`config.mk`:
```
export PLATFORM = sky130hd
export DESIGN_NAME = bf_pair_feeder
export DESIGN_NICKNAME = d
export VERILOG_FILES = /design/src/rtl/bf_pair_feeder.sv
export SDC_FILE = /design/constraint.sdc
export NUM_CORES = 1
export LEC_CHECK = 0
export ABC_AREA = 1
export BUFFER_PORTS_ARGS = -buffer_cell sky130_fd_sc_hd__clkbuf_2
export CAP_MARGIN = 0
export CELL_PAD_IN_SITES_DETAIL_PLACEMENT = 0
export CELL_PAD_IN_SITES_GLOBAL_PLACEMENT = 1
export CORE_MARGIN = 5
export CORE_UTILIZATION = 35
export DETAILED_ROUTE_END_ITERATION = 7
export PLACE_DENSITY_LB_ADDON = 0.1
export SKIP_CTS_REPAIR_TIMING = 1
export SYNTH_ARGS = -nofsm -noshare
export SYNTH_HDL_FRONTEND = slang
export SYNTH_SLANG_ARGS = --single-unit
```
`constraint.sdc`:
```
create_clock -name clk -period 2.5 [get_ports clk]
set_input_delay 0.375 -clock clk [delete_from_list [all_inputs] [get_ports clk]]
set_output_delay 0.375 -clock clk [all_outputs]
set_load 0.02 [all_outputs]
```
`src/rtl/bf_pair_feeder.sv`:
```
// Butterfly operand feeder: buffers the first half of each N-sample frame and pairs
// x[k] with x[k+N/2] into a registered output. Optional out_last port under BF_PAIR_LAST_EN.
module bf_pair_feeder #(
  parameter int DW = 24,
  parameter int N  = 16,
  parameter int AW = $clog2(N/2)
) (
  input  logic          clk,
  input  logic          rst_n,
  input  logic          in_valid,
  output logic          in_ready,
  input  logic [DW-1:0] in_data,
  output logic          out_valid,
  input  logic          out_ready,
  output logic [DW-1:0] out_a,
  output logic [DW-1:0] out_b,
`ifdef BF_PAIR_LAST_EN
  output logic          out_last,
`endif
  output logic [AW-1:0] out_idx
);

  localparam int HALF = N / 2;
  localparam logic [AW-1:0] LAST_IDX = AW'(HALF - 1);

  typedef enum logic {FILL, PAIR} state_t;

  state_t        state_q;
  logic [AW-1:0] cnt_q;
  logic          out_valid_q;
  logic [DW-1:0] out_a_q;
  logic [DW-1:0] out_b_q;
  logic [AW-1:0] out_idx_q;
  logic [DW-1:0] mem_q [HALF];

  logic in_fire;
  logic cnt_last;

  // In PAIR a new sample needs a free (or draining) output slot; FILL never touches it.
  always_comb begin
    in_ready = (state_q == FILL) ? 1'b1 : (!out_valid_q || out_ready);
  end

  assign in_fire  = in_valid && in_ready;
  assign cnt_last = (cnt_q == LAST_IDX);

  // NOTE: the buffer has no reset; every word is written in FILL before PAIR reads it.
  always_ff @(posedge clk) begin
    if (in_fire && state_q == FILL) begin
      mem_q[cnt_q] <= in_data;
    end
  end

  // NOTE: non-blocking assignments throughout, so every branch sees pre-edge values.
  always_ff @(posedge clk or negedge rst_n) begin
    if (!rst_n) begin
      state_q     <= FILL;
      cnt_q       <= '0;
      out_valid_q <= 1'b0;
      out_a_q     <= '0;
      out_b_q     <= '0;
      out_idx_q   <= '0;
    end else begin
      if (in_fire) begin
        cnt_q <= cnt_last ? '0 : cnt_q + AW'(1);
        if (cnt_last) begin
          state_q <= (state_q == FILL) ? PAIR : FILL;
        end
      end

      if (in_fire && state_q == PAIR) begin
        out_a_q     <= mem_q[cnt_q];
        out_b_q     <= in_data;
        out_idx_q   <= cnt_q;
        out_valid_q <= 1'b1;
      end else if (out_ready) begin
        out_valid_q <= 1'b0;
      end
    end
  end

`ifdef BF_PAIR_LAST_EN
  logic out_last_q;

  always_ff @(posedge clk or negedge rst_n) begin
    if (!rst_n) begin
      out_last_q <= 1'b0;
    end else if (in_fire && state_q == PAIR) begin
      out_last_q <= cnt_last;
    end
  end

  assign out_last = out_last_q;
`endif

  assign out_valid = out_valid_q;
  assign out_a     = out_a_q;
  assign out_b     = out_b_q;
  assign out_idx   = out_idx_q;

endmodule

```
# == After elaboration in Yosys (flattened, before gate mapping) ==
# Memories as Yosys holds them, arrays and structs flattened. A register that Yosys moved wholly into a read port is not among the register bits.
# Cells that the tools add are included.
# op_classes
addsub,1
eq_ne,1
muxes,7
bitwise_logic,1
reduce_logical,8
# op_table
operator,n
1-bit 2-to-1 mux,6
"3-bit by 1-bit adder with 3-bit output, second input constant",1
"3-bit equality test, second input constant",1
1-bit logical AND,3
3-bit 2-to-1 mux,1
1-bit zero test,2
2-bit AND reduction,1
2-bit nonzero test,1
1-bit logical OR,1
1-bit inverter,1
# word_totals
reg_bits,32
ramBits,192
in_bits,28
out_inout_bits,53
elab_cells,24
mem_count,1
# mem_list
memory,depth,word_bits,rd,rd_ports_with_merged_regs,wr,line_no,rtl
mem_q,8,24,1,1,1,34,logic [DW-1:0] mem_q [HALF];

# == Depth between registers and ports, before layout ==
# Gate-level depths: netlist of run 1.
# logic_depth
depth_word,7
mapped_depth,8
mapped_depth_nobuf,7

# == Least setup slack after synthesis of run 1 ==
# Ideal clock, no wire load.
# synth_path
path_kind,register -> register
startpoint,register out_valid_q (netlist: out_valid)
endpoint,memory mem_q[0][0] (enable)
setup_time_ns,0.405
t_arrival_ns,2.104
required_time_ns,2.095
slack_ns,-0.009
stages_incl_launch_ff,6
n_path_buf,0
period_less_slack_ns,2.509
cell_sequence,dfrtp_1 -> nand3_1 -> nand2_1 -> nor2_1 -> nand2_1 -> nor2_1
# synth_via
elab_chain_cells,7
# synth_rtl
element,line_no,rtl
start: declaration,30,logic out_valid_q;
start signal: assignment,59,out_valid_q <= 1'b0;
start signal: assignment,75,out_valid_q <= 1'b1;
start signal: assignment,77,out_valid_q <= 1'b0;
1-bit zero test,41,in_ready = (state_q == FILL) ? 1'b1 : (!out_valid_q || out_ready);
1-bit logical OR,41,
1-bit 2-to-1 mux,41,
net in_ready,11,"output logic in_ready,"
1-bit logical AND,44,assign in_fire = in_valid && in_ready;
1-bit logical AND,49,if (in_fire && state_q == FILL) begin
1-bit 2-to-1 mux,49,
1-bit 2-to-1 mux (implied by the code),50,mem_q[cnt_q] <= in_data;
end: declaration,34,
# The timed path passes the listed nets, and every way through them passes these cells.

# == Worst setup path in the final report of run 1 ==
# layout_path
startpoint,register state_q
endpoint,memory mem_q[7][6] (enable)
# layout_via
elab_chain_cells,5
word_cells_on_any_way,6
cone_classes,mux: 3; bitwise: 1; reduce/logical: 2
# layout_rtl
element,line_no,rtl
start: declaration,28,state_t state_q;
start signal: assignment,67,state_q <= (state_q == FILL) ? PAIR : FILL;
1-bit 2-to-1 mux,41,
1-bit logical AND,44,
1-bit logical AND *,49,
1-bit 2-to-1 mux *,49,
1-bit 2-to-1 mux (implied by the code) *,50,
# Every way passes the cells marked *; elsewhere a longest branch is shown, timed or not.

==> qor_table.md, run 1 <==
| Result | Reported |
|:---|:---|
| Worst-case clock buffer depth | 3 |
| Mean post-synth cell area | 10.4 µm² |
| Slack of the critical path | 0.510 ns |
| DIE AREA | 32900 µm² |
| Critical path endpoint category | register |
| Die extent in y | 181 µm |
| Outcome | complete, no violations |
| RSZ-0062 raised after global routing | no |
| P per Cell Area | 1130 nW/µm² |
| Leakage dissipation | 5.47 nW |
| CTS root buf | clkbuf_16 |
| Type of the worst setup path | register to register |
| Storage element area | 7170 µm² |
| DRT antenna net count | 0 |
| Filler instances | 2820 |
| Worst setup path start | state_q |
| Hold slack final | 0.134 ns |
| Drt drc | 0 |
| Commonest non-fill, non-tap cells in the layout | nand2_1, inv_1, edfxtp_1 |
| R2R cell count | 6 |
| First-pass GRT wire length | 37800 µm |
| Number of nets at the end of the flow | 1116 |
| CTS sink count | 248 |
| Top cells by area in the synthesized netlist | edfxtp_1, dfrtp_1, nand2_1 |
| Crit Reg-Reg Startpoint | state_q |
| Count of antenna diodes in the layout | 0 |
| Count of final hold-check violations | 0 |
| Inserted Clock Buffers | 28 |
| Most common cell after layout, fill and taps aside | nand2_1 |
| Fraction of final layout cells with drive strength greater than 1 | 16.1% |
| Worst Clk Skew | 0.0113 ns |
| Final Routed Wirelength | 23700 µm |
| 1st-iter DRT viols | 364 |
| Final period demand of the worst path | 1.99 ns |
| Total number of vias | 6470 |
| Floorplan core area | 28900 µm² |
| Final Wtd Congestion | 0.730 |
| Crit path arrival time | 2.22 ns |
| Sequential area share after synthesis | 69.8% |
| Total placed cells including tap cells | 1439 |
| Final total negative setup slack | 0 ns |
| Global-route total usage across every layer | 14.5% |
| X dimension of the die | 181 µm |
| Actual transition at the worst max-transition pin | 0.628 ns |
| Number of antenna violations at the first check in global routing | 0 |
| Total area of multi-input combinational cells | 2220 µm² |
| # Max-Cap Violations | 0 |
| Number of input and output port buffers inserted | 80 |
| Data required time of the critical path | 2.73 ns |
| HPWL Detailed | 14200 µm |
| Min-Delay Path Class | input port to register |
| Cell count after synthesis | 984 |
| Number of placement rows | 62 |
| Register bit total from synthesis | 248 |
| Yosys top cell area share | 56.2% |
| Number of non-filler instances in the completed layout | 1492 |
| Place WS | 0.456 ns |
| R2R Path End | mem_q[7][6] |
| Detail-routed net length per standard cell | 15.9 µm |
| Worst max-slew margin expressed relative to the limit | 58.1% |
| Number of failing setup endpoints in the final timing report | 0 |
| I/O pin total | 81 |
| Kind of start point of the critical path | register |
| Post-synth net total | 1014 |
| Clock input transition at the sequential cells of the worst setup and hold paths | 0.06 ns |
| Pin count of the biggest net entering global routing | 63 |
| Distinct cells, synth | 15 |
| Area added between synthesis and finish | 19.3% |
| Syn. warnings | 0 |
| End-of-flow core utilization | 42.4% |
| Register-to-Register Setup Slack | 0.51 ns |
| Clock H-tree levels | 1 |
| End of the critical path | mem_q[7][6] |
| Area of the mapped netlist | 10300 µm² |
| Worst-path fanout max | 17 |
| Number of detailed-route iterations in the first pass | 4 |
| Final Max Tran Viols | 0 |
| Yosys top cell by area | edfxtp_1 |
| Starting density of the core | 35.6% |
| Clock tree from TritonCTS | built |
| Via/cell ratio | 4.34 |
| Total gr overflow | 0 |
| Vias in the first global route | 6505 |
| Peak VDD IR | 0.594 mV |
| Maximum clock frequency | 0.502 GHz |
| Tcrit/Tclk final | 79.6% |
| Clock latency at the later pin of the worst-skew pair | 0.53 ns |
-- per-layer routing --
layer / part of all wire [%] / up-vias / global-route usage, % / routed length [µm]
met5: 0 / - / 0 / 0
met4: 1.4 / 0 / 2.88 / 340
met3: 3.6 / 28 / 2.27 / 865
met2: 47 / 100 / 23.9 / 11100
met1: 48 / 3046 / 20.5 / 11400
li1: - / 3296 / - / -
-- critical path, stage by stage (launching register included) --
cell and delay (ns):
dfrtp_1 0.41, nand3_1 0.12, nand2_1 0.08, nor2_1 0.21, nand2_1 0.29, nor2_4 0.36, buf_12 0.21
-- where the power goes --
| part | total, W | switching, W | internal (W) |
|---|---|---|---|
| clock | 0.00405 | 0.00161 | 0.00244 |
| sequential | 0.00560 | 0.000348 | 0.00525 |
| combinational | 0.00418 | 0.00287 | 0.00131 |
| total | 0.0138 | 0.00482 | 0.00900 |
-- how the worst min path moves through the flow --
stage	startpoint	to	slack [ns]	cells after the start
after floorplan	rst_n	cnt_q[0]	0.08	0
after global placement	rst_n	out_a[0]	0.34	1
after detailed placement	rst_n	out_a[0]	0.34	1
after CTS	rst_n	out_a[0]	-0.23	1
after global routing	out_ready	out_valid	0.14	4
final	out_ready	out_valid	0.13	4
-- kinds of logic after synthesis --
| family | count (synthesis) | synth area share [%] |
|---|---|---|
| DFF | 248 | 69.8 |
| adders and majority gates | 2 | 0.244 |
| buffers and inverters | 242 | 9.19 |
| AOI/OAI and AO/OA | 31 | 2.07 |
| and+or+nand+nor | 461 | 18.7 |
-- registers in the layout, indices dropped and copies added (netlist names) --
register,count
out_b,24
mem_q,192
out_valid,1
out_idx,3
out_a,24
cnt_q,3
state_q,1
-- stage by stage --
stage               cell area [µm²]  power (W)
finish                        12200     0.0138
global route                  12200     0.0147
CTS                           12200     0.0141
detailed placement            11300    0.00997
global placement              11300    0.00997
floorplan                     10300    0.00836
-- cells in the mapped netlist --
| cell | instances |
|---|---|
| buf_2 | 28 |
| clkbuf_1 | 11 |
| dfrtp_1 | 56 |
| edfxtp_1 | 192 |
| ha_1 | 2 |
| inv_1 | 198 |
| inv_2 | 5 |
| nand2_1 | 281 |
| nand3_1 | 99 |
| nor2_1 | 55 |
| nor2_2 | 3 |
| o211ai_1 | 23 |
| o21ai_0 | 8 |
| or2_0 | 13 |
| or2_2 | 10 |
-- area by class of cell --
cell class	count	share of cell area (%)
Timing Repair Buffer	111	5.62
Inverter	203	6.22
Sequential cell	248	58.6
Tap cell	384	3.92
Clock buffer	43	6.95
Multi-Input combinational cell	494	18.1
Clock inverter	9	0.582
Note: power is estimated with default switching activity, not from simulation.
==> inputs of run 2 (changes only) <==
==> constraint.sdc (replaced) <==
create_clock -name clk -period 1.7 [get_ports clk]
set_input_delay 0.255 -clock clk [delete_from_list [all_inputs] [get_ports clk]]
set_output_delay 0.255 -clock clk [all_outputs]
set_load 0.02 [all_outputs]
==> run 2 against run 1 <==
  * Worst hold slack got worse by 0.093 ns
  * Combinational power is 62% higher
  * Fmax rose by 22%
  * Design area up 2.9%
  * Global-route usage increased by 0.13 points
  * Critical path type unchanged
  * Critical endpoint is now mem_q[1][22]
==> qor_table.md, run 2 (synthesized netlist as in run 1, its figures left out) <==
| Result | Reported | Delta |
|:---|:---|:---|
| Outcome | complete, no violations | unchanged |
| Kind of start point of the critical path | register | unchanged |
| Number of detailed-route iterations in the first pass | 5 | was 4 |
| Register ranked first by flip-flop count | mem_q | unchanged |
| Worst setup path start | state_q | unchanged |
| Fraction of final layout cells with drive strength greater than 1 | 18.2% | was 16.1% |
| Final Wtd Congestion | 0.766 | was 0.730 |
| Clock input transition at the sequential cells of the worst setup and hold paths | 0.06 ns | about the same |
| DRT antenna net count | 0 | unchanged |
| Worst max-slew margin expressed relative to the limit | 67.2% | was 58.1% |
| Vias in the first global route | 6519 | was 6505 |
| Clock H-tree levels | 1 | unchanged |
| Via/cell ratio | 4.32 | was 4.34 |
| DIE AREA | 32900 µm² | unchanged |
| Inserted Clock Buffers | 27 | was 28 |
| End-of-flow core utilization | 43.7% | was 42.4% |
| Number of nets at the end of the flow | 1126 | was 1116 |
| Global-route total usage across every layer | 14.7% | was 14.5% |
| Commonest non-fill, non-tap cells in the layout | nand2_1, inv_1, edfxtp_1 | unchanged |
| Number of failing setup endpoints in the final timing report | 0 | unchanged |
| Design area | 12600 µm² | was 12200 µm² |
| Number of flip-flops in the largest register | 192 | unchanged |
| Area added between synthesis and finish | 22.7% | was 19.3% |
| Crit Reg-Reg Startpoint | state_q | unchanged |
| Tcrit/Tclk final | 95.9% | was 79.6% |
| Number of placement rows | 62 | unchanged |
| Clock tree from TritonCTS | built | unchanged |
| Most common cell after layout, fill and taps aside | nand2_1 | unchanged |
| Starting density of the core | 35.6% | unchanged |
| Drt drc | 0 | unchanged |
| Actual transition at the worst max-transition pin | 0.491 ns | was 0.628 ns |
| Filler instances | 2777 | was 2820 |
| RSZ-0062 raised after global routing | no | unchanged |
| # Max-Cap Violations | 0 | unchanged |
| CTS root buf | clkbuf_16 | unchanged |
| Final period demand of the worst path | 1.63 ns | was 1.99 ns |
| Detail-routed net length per standard cell | 15.9 µm | about the same |
| Worst Clk Skew | 0.0106 ns | was 0.0113 ns |
| Die extent in y | 181 µm | unchanged |
| First-pass GRT wire length | 38200 µm | was 37800 µm |
| Placed cell area | 11700 µm² | was 11300 µm² |
| Peak VDD IR | 0.745 mV | was 0.594 mV |
| Final Max Tran Viols | 0 | unchanged |
| Data required time of the critical path | 1.93 ns | was 2.73 ns |
| Floorplan core area | 28900 µm² | unchanged |
| Register-to-Register Setup Slack | 0.07 ns | was 0.51 ns |
| Maximum clock frequency | 0.613 GHz | was 0.502 GHz |
| Min-Delay Path Class | input port to register | unchanged |
| R2R cell count | 6 | unchanged |
| Worst-path fanout max | 15 | was 17 |
| Count of final hold-check violations | 0 | unchanged |
| Leakage dissipation | 5.61 nW | was 5.47 nW |
| Total number of vias | 6486 | was 6470 |
| Clock latency at the later pin of the worst-skew pair | 0.52 ns | was 0.53 ns |
| Worst-case clock buffer depth | 3 | unchanged |
| Total gr overflow | 0 | unchanged |
| Number of antenna violations at the first check in global routing | 0 | unchanged |
| R2R Path End | mem_q[1][22] | was mem_q[7][6] |
| Min-delay src | out_ready | unchanged |
| CTS sink count | 248 | unchanged |
| End of the critical path | mem_q[1][22] | was mem_q[7][6] |
| Pin count of the biggest net entering global routing | 44 | was 63 |
| Number of input and output port buffers inserted | 80 | unchanged |
| I/O pin total | 81 | unchanged |
| Type of the worst setup path | register to register | unchanged |
| 1st-iter DRT viols | 354 | was 364 |
| Final Routed Wirelength | 23800 µm | was 23700 µm |
| P per Cell Area | 1650 nW/µm² | was 1130 nW/µm² |
| X dimension of the die | 181 µm | unchanged |
| Crit path arrival time | 1.86 ns | was 2.22 ns |
| HPWL Detailed | 15000 µm | was 14200 µm |
| Critical path endpoint category | register | unchanged |
| Count of antenna diodes in the layout | 0 | unchanged |
[run 2: how the worst min path moves through the flow]
| stage | to | slack, ns | depth (start not counted) |
|---|---|---|---|
| floorplan | cnt_q[0] | -0.04 | 0 |
| global placement | out_a[20] | 0.19 | 1 |
| detailed placement | out_a[20] | 0.19 | 1 |
| CTS | out_b[21] | -0.37 | 1 |
| global route | mem_q[4][10] | 0.05 | 1 |
| finish | out_valid | 0.04 | 4 |
[run 2: layout make-up]
type / count / area, µm² / share of cell area [%]
Clock buffer: 31 / 711 / 5.64
Sequential cell: 248 / 7180 / 56.9
Clock inverter: 18 / 190 / 1.51
Multi-Input combinational cell: 494 / 2270 / 18.1
Timing Repair Buffer: 122 / 1010 / 8.00
Inverter: 203 / 762 / 6.05
Tap cell: 384 / 480 / 3.81
[run 2: per-layer routing]
layer | vias to the layer above | part of all wire [%] | GRT usage [%]
li1 | 3328 | - | -
met1 | 3020 | 49 | 21.6
met2 | 111 | 45 | 23.2
met3 | 27 | 4.6 | 2.19
met4 | 0 | 1.4 | 3.03
met5 | - | 0 | 0
[run 2: critical path, stage by stage, from the launching register on]
cell     delay, ns
dfrtp_2       0.46
nand3_4       0.11
nand2_4       0.06
nor2_4        0.19
nand2_4       0.12
nor2_4        0.20
buf_12        0.18
[run 2: power breakdown]
| group | internal [W] | switching (W) | total [W] |
|---|---|---|---|
| clock network | 0.00359 | 0.00232 | 0.00590 |
| registers | 0.00773 | 0.000466 | 0.00819 |
| logic | 0.00239 | 0.00436 | 0.00676 |
[run 2: per-stage QoR]
stage	hold WS [ns]	std cells	setup WS (ns)	power [W]	setup TNS, ns
final	0.0410	1500	0.0695	0.0209	0
after global routing	0.0468	1500	0.0165	0.0223	0
after CTS	-0.365	1499	0.0360	0.0213	0
after detailed placement	0.194	1450	0.0487	0.0152	0
after global placement	0.192	1450	0.0763	0.0152	0
after floorplan	-0.0406	984	-0.0281	0.0125	-4.07
